===== config.mk =====
export PLATFORM = sky130hd
export DESIGN_NAME = irq_ctrl
export DESIGN_NICKNAME = d
export VERILOG_FILES = /design/src/rtl/irq_ctrl_pkg.sv /design/src/rtl/irq_prio_enc.sv /design/src/rtl/irq_ctrl.sv
export SDC_FILE = /design/constraint.sdc
export NUM_CORES = 1
export LEC_CHECK = 0
export ABC_AREA = 1
export CAP_MARGIN = 20
export CORE_MARGIN = 5
export CORE_UTILIZATION = 39
export CTS_CLUSTER_DIAMETER = 120
export DETAILED_ROUTE_END_ITERATION = 10
export GPL_ROUTABILITY_DRIVEN = 1
export PLACE_DENSITY = 0.76
export SLEW_MARGIN = 0
export SYNTH_ARGS = -nofsm -noshare
export SYNTH_HDL_FRONTEND = slang
export SYNTH_SLANG_ARGS = --single-unit

===== constraint.sdc =====
create_clock -name clk -period 1.2 [get_ports clk]
set_clock_uncertainty 0.15 [all_clocks]
set_input_delay 0.12 -clock clk [delete_from_list [all_inputs] [get_ports clk]]
set_output_delay 0.12 -clock clk [all_outputs]
set_load 0.02 [all_outputs]

===== src/rtl/irq_ctrl_pkg.sv =====
// Shared types and defaults for the interrupt controller.
package irq_ctrl_pkg;

  typedef enum logic [1:0] {
    IDLE     = 2'd0,
    RAISE    = 2'd1,
    WAIT_ACK = 2'd2,
    SERVICE  = 2'd3
  } state_e;

  localparam int unsigned ACK_TIMEOUT_DEF = 16;
  localparam logic [15:0] VEC_BASE_DEF    = 16'h0000;

endpackage


===== src/rtl/irq_prio_enc.sv =====
// Fixed-priority encoder: lowest set index wins; valid when any bit is set.
module irq_prio_enc #(
  parameter int unsigned N     = 4,
  parameter int unsigned IDX_W = 2
) (
  input  logic [N-1:0]     req,
  output logic [IDX_W-1:0] idx,
  output logic             valid
);

  // Scan from the top so the lowest set bit is the last to write idx.
  always_comb begin
    idx   = '0;
    valid = 1'b0;
    for (int i = N - 1; i >= 0; i--) begin
      if (req[i]) begin
        idx   = IDX_W'(i);
        valid = 1'b1;
      end
    end
  end

endmodule


===== src/rtl/irq_ctrl.sv =====
// Edge-capturing, maskable, fixed-priority interrupt controller with an
// acknowledge timeout that re-raises the same vector.
module irq_ctrl
  import irq_ctrl_pkg::*;
#(
  parameter int unsigned  N_IRQ       = 4,
  parameter int unsigned  W           = 16,
  parameter logic [W-1:0] VEC_BASE    = W'(VEC_BASE_DEF),
  parameter int unsigned  ACK_TIMEOUT = ACK_TIMEOUT_DEF
) (
  input  logic             clk,
  input  logic             rst,
  input  logic [N_IRQ-1:0] irq_req,
  input  logic             mask_wr,
  input  logic [N_IRQ-1:0] mask_data,
  input  logic             int_ack,
  input  logic             rti,
  output logic             interrupt,
  output logic [W-1:0]     vec_addr,
  output logic [N_IRQ-1:0] pending,
  output logic             busy
);

  localparam int unsigned IDX_W = (N_IRQ > 1) ? $clog2(N_IRQ) : 1;
  localparam int unsigned CNT_W = (ACK_TIMEOUT > 1) ? $clog2(ACK_TIMEOUT) : 1;
  localparam logic [CNT_W-1:0] CNT_LAST = CNT_W'(ACK_TIMEOUT - 1);
  localparam logic [CNT_W-1:0] CNT_MAX  = '1;

  state_e             state, state_nxt;
  logic [N_IRQ-1:0]   prev_req;
  logic [N_IRQ-1:0]   mask;
  logic [N_IRQ-1:0]   rise;
  logic [N_IRQ-1:0]   clr_vec;
  logic [IDX_W-1:0]   active;
  logic [IDX_W-1:0]   sel_idx;
  logic               sel_valid;
  logic [CNT_W-1:0]   cnt;
  logic               ack_clr;
  logic               interrupt_nxt;
  logic               busy_nxt;

  irq_prio_enc #(
    .N     (N_IRQ),
    .IDX_W (IDX_W)
  ) u_prio (
    .req   (pending & mask),
    .idx   (sel_idx),
    .valid (sel_valid)
  );

  assign rise    = irq_req & ~prev_req;
  assign ack_clr = (state == WAIT_ACK) && int_ack;
  assign clr_vec = ack_clr ? (N_IRQ'(1) << active) : '0;

  // Request capture and mask; an ack clear overrides a same-cycle edge on the active line.
  always_ff @(posedge clk) begin
    if (rst) begin
      prev_req <= '0;
      pending  <= '0;
      mask     <= '1;
    end else begin
      prev_req <= irq_req;
      pending  <= (pending | rise) & ~clr_vec;
      if (mask_wr) begin
        mask <= mask_data;
      end
    end
  end

  // Next state and registered-output inputs.
  always_comb begin
    state_nxt     = state;
    interrupt_nxt = 1'b0;
    busy_nxt      = 1'b0;
    case (state)
      IDLE:     if (sel_valid) state_nxt = RAISE;
      RAISE:    state_nxt = WAIT_ACK;
      WAIT_ACK: begin
        if (int_ack) begin
          state_nxt = SERVICE;
        end else if (cnt == CNT_LAST) begin
          state_nxt = RAISE;
        end
      end
      SERVICE:  if (rti) state_nxt = IDLE;
      default:  state_nxt = IDLE;
    endcase
    interrupt_nxt = (state_nxt == RAISE);
    busy_nxt      = (state_nxt != IDLE);
  end

  // State, active vector, timeout counter and outputs.
  always_ff @(posedge clk) begin
    if (rst) begin
      state     <= IDLE;
      active    <= '0;
      cnt       <= '0;
      interrupt <= 1'b0;
      busy      <= 1'b0;
      vec_addr  <= VEC_BASE;
    end else begin
      state     <= state_nxt;
      interrupt <= interrupt_nxt;
      busy      <= busy_nxt;
      if (state == IDLE && sel_valid) begin
        active   <= sel_idx;
        vec_addr <= VEC_BASE + (W'(sel_idx) << 1);
      end
      if (state == RAISE) begin
        cnt <= '0;
      end else if (state == WAIT_ACK && cnt != CNT_MAX) begin
        cnt <= cnt + CNT_W'(1);
      end
    end
  end

endmodule


==> metrics.md <==
| Metric | Value |
|---|---|
| Vias in the first global route | 861 |
| Hold Startpoint | irq_req[1] |
| Layout fillers | 238 |
| Commonest cells after routing, fill and taps aside | nand2_1 (28), nor2_1 (21), dfxtp_1 (16) |
| Setup crit start | cnt[1] |
| CTS tree | built |
| Die footprint | 0.00368 mm^2 |
| Fin. max-slew vios | 0 |
| Synth Area in Simple Gates | 31.2% |
| CP peak stage delay | 0.35 ns |
| CP cell instances | ha_4 -> nand3_4 -> nand2_4 -> or2_1 -> a21oi_2 |
| TritonCTS Buffers | 3 |
| FF/Latch Area | 453 um^2 |
| CP Max Fanout | 7 |
| Maximum vdd drop | 860 uV |
| # H-tree levels | 1 |
| Power per Cell Area | 1400 mW/mm^2 |
| DP HPWL | 1670 um |
| Row cnt | 18 |
| Max Buffers Root-to-Sink | 2 |
| Commonest non-fill, non-tap cell in the layout | nand2_1 |
| # clock sinks | 22 |
| Clk slew on worst S/H paths | 0.11 ns |
| Synth Instances | 139 |
| Mux cell area share after synthesis | 0% |
| Post-synth top area share | 43.9% |
| Final hold viol count | 0 |
| Hold Path Sink | prev_req[1] |
| Lkg Pwr | 0.643 nW |
| Mapped Area | 0.00100 mm^2 |
| Clk_lat worst skew | 0.30 ns |
| Root buf cell | clkbuf_4 |
| # IOs | 35 |
| Die H | 60.7 um |
| Gr usage total | 12.1% |
| Port Buffer Count | 20 |
| Kind of critical path | reg2reg |
| Gpl congestion | 0.812 |
| Width of the die | 60.7 um |
| Vias/cell | 4.37 |
| Max Clk Rate | 813 MHz |
| Flop2flop setup slack | -0.03 ns |
| Syn avg cell area | 7.21 um^2 |
| Failing checks | negative setup slack |
| Starting Density | 40.5% |
| Design Area, Final | 0.00134 mm^2 |
| Grt ovf | 0 |
| Seq/Total Area, Yosys | 43.9% |
| Required time worst endpoint | 1.29 ns |
| Overall Power | 1.88 mW |
| Synth Area in XOR/XNOR | 0% |
| Drt pass-1 iters | 4 |
| # hold bufs at CTS | 0 |
| Layout Nets | 191 |
| Pre-CTS setup slack | -0.150 ns |
| Synth Area in Compound Gates | 5.87% |
| Top area cells in the synthesized netlist | dfxtp_1 (44%), buf_4 (10%), nand2_1 (10%) |
| CP Launch Type | flop |
| Share of layout cells above drive strength 1 | 26.3% |
| Area leader, netlist | dfxtp_1 |
| Worst hold stages | 3 |
| Post-Synth Adder-Cell Area | 1.25% |
| Worst EP arrival | 1.32 ns |
| FF-to-FF Start | cnt[1] |
| Slowest-stage cell, CP | dfxtp_2 |
| Status | complete, but fails checks |
| Routed Antenna Nets | 0 |
| DR DRC count | 0 |
| Core area | 0.00248 mm^2 |
| Fin util | 54.1% |
| Synthesis-to-layout area growth | 33.8% |
| Via count | 895 |
| Multi-input logic area | 482 um^2 |
| Largest net degree at the start of global routing | 12 |
| Main combinational cell family by area after synthesis | simple AND/OR/NAND/NOR gates |
| Ys Warns | 0 |
| WL per Instance | 10.4 um |
| Final setup violation count | 1 |
| Final WS setup | -0.0301 ns |
| Yosys reg bits | 22 |
| Antenna diode count | 0 |
| First-pass GRT wire length | 3350 um |
| Cell Area, Placed | 0.00128 mm^2 |
| Max-Cap Viols | 0 |
| Period minus WS final | 1.23 ns |
| Worst r2r dst | cnt[0] |
| Initial antenna violation count | 0 |
| Hold WS | 0.203 ns |
| Count of cell types in the netlist | 19 |
| FF-to-FF path depth | 5 |
| Final period utilization | 103% |
| Initial DRC count | 40 |
| CP endpoint kind | flop |
| Hold Crit Class | in2reg |
| RSZ-0062 raised after global routing | yes |
| Detailed Route WL | 2140 um |
where the power goes:
part / total, mW / internal (mW) / leakage, nW / switching (mW)
sequential: 0.898 / 0.833 / 0.185 / 0.0648
combinational: 0.657 / 0.281 / 0.444 / 0.376
clock: 0.324 / 0.117 / 0.0138 / 0.207
what timing repair did:
action,in CTS,in global routing
gates cloned,0,0
pin swaps,4,6
gates resized for setup,38,13
buffers inserted,1,2
setup endpoints to repair,14,10
flip-flops by register name (all words and copies together), names as in the netlist:
signal / count
active: 2
busy: 1
cnt: 4
interrupt: 1
mask: 4
pending: 4
prev_req: 4
state: 2
metrics by stage:
stage | cells | TNS (ns)
after floorplan | 152 | 0
after global placement | 199 | -1.22
after detailed placement | 199 | -1.54
after CTS | 203 | -0.0421
after global routing | 205 | -0.332
final | 205 | -0.0301
Yosys cell counts:
cell type and number:
buf_2 1, nand3_1 10, conb_1 1, nor2_1 22
nor3_1 5, nand2_4 1, inv_2 1, dfxtp_1 22
ha_1 1, or2_1 1, a21oi_2 1, nand4_1 2
inv_1 16, buf_4 14, a21oi_1 3, nand2_2 2
o21ai_0 7, nand3b_1 1, nand2_1 28
worst max-delay path, delay by kind of cell (launching register included):
kind	cells	cell delay, ns
flops	1	0.35
simple gates	3	0.38
fa+ha+maj	1	0.17
compound gates	1	0.13
layer usage:
layer	wire (um)	share of wire [%]	global-route usage, %	vias to the layer above
met5	0	0	0	-
met1	931	44	13.9	381
li1	-	-	-	480
met4	32	1.5	4.95	0
met3	182	8.5	4.68	5
met2	987	46	20.3	29
cell type report:
class	count	area share, %
Multi-Input combinational cell	98	35.9
Tap cell	30	2.80
Inverter	17	4.76
Sequential cell	22	33.8
Timing Repair Buffer	35	21.1
Clock buffer	3	1.68
cell families after synthesis:
| group | count (synthesis) |
|---|---|
| AO/OA/AOI/OAI | 11 |
| adder cells (fa/ha/maj) | 1 |
| buffers and inverters | 32 |
| flip-flops | 22 |
| other | 1 |
| AND/OR/NAND/NOR | 72 |
worst max-delay path by stage:
stage	endpoint	slack [ns]
detailed placement	interrupt	-0.15
floorplan	busy	0.008
finish	cnt[0]	-0.03
global route	busy	-0.08
global placement	pending[2]	-0.13
CTS	busy	-0.02
No activity file was read; power rests on OpenSTA's default activity.
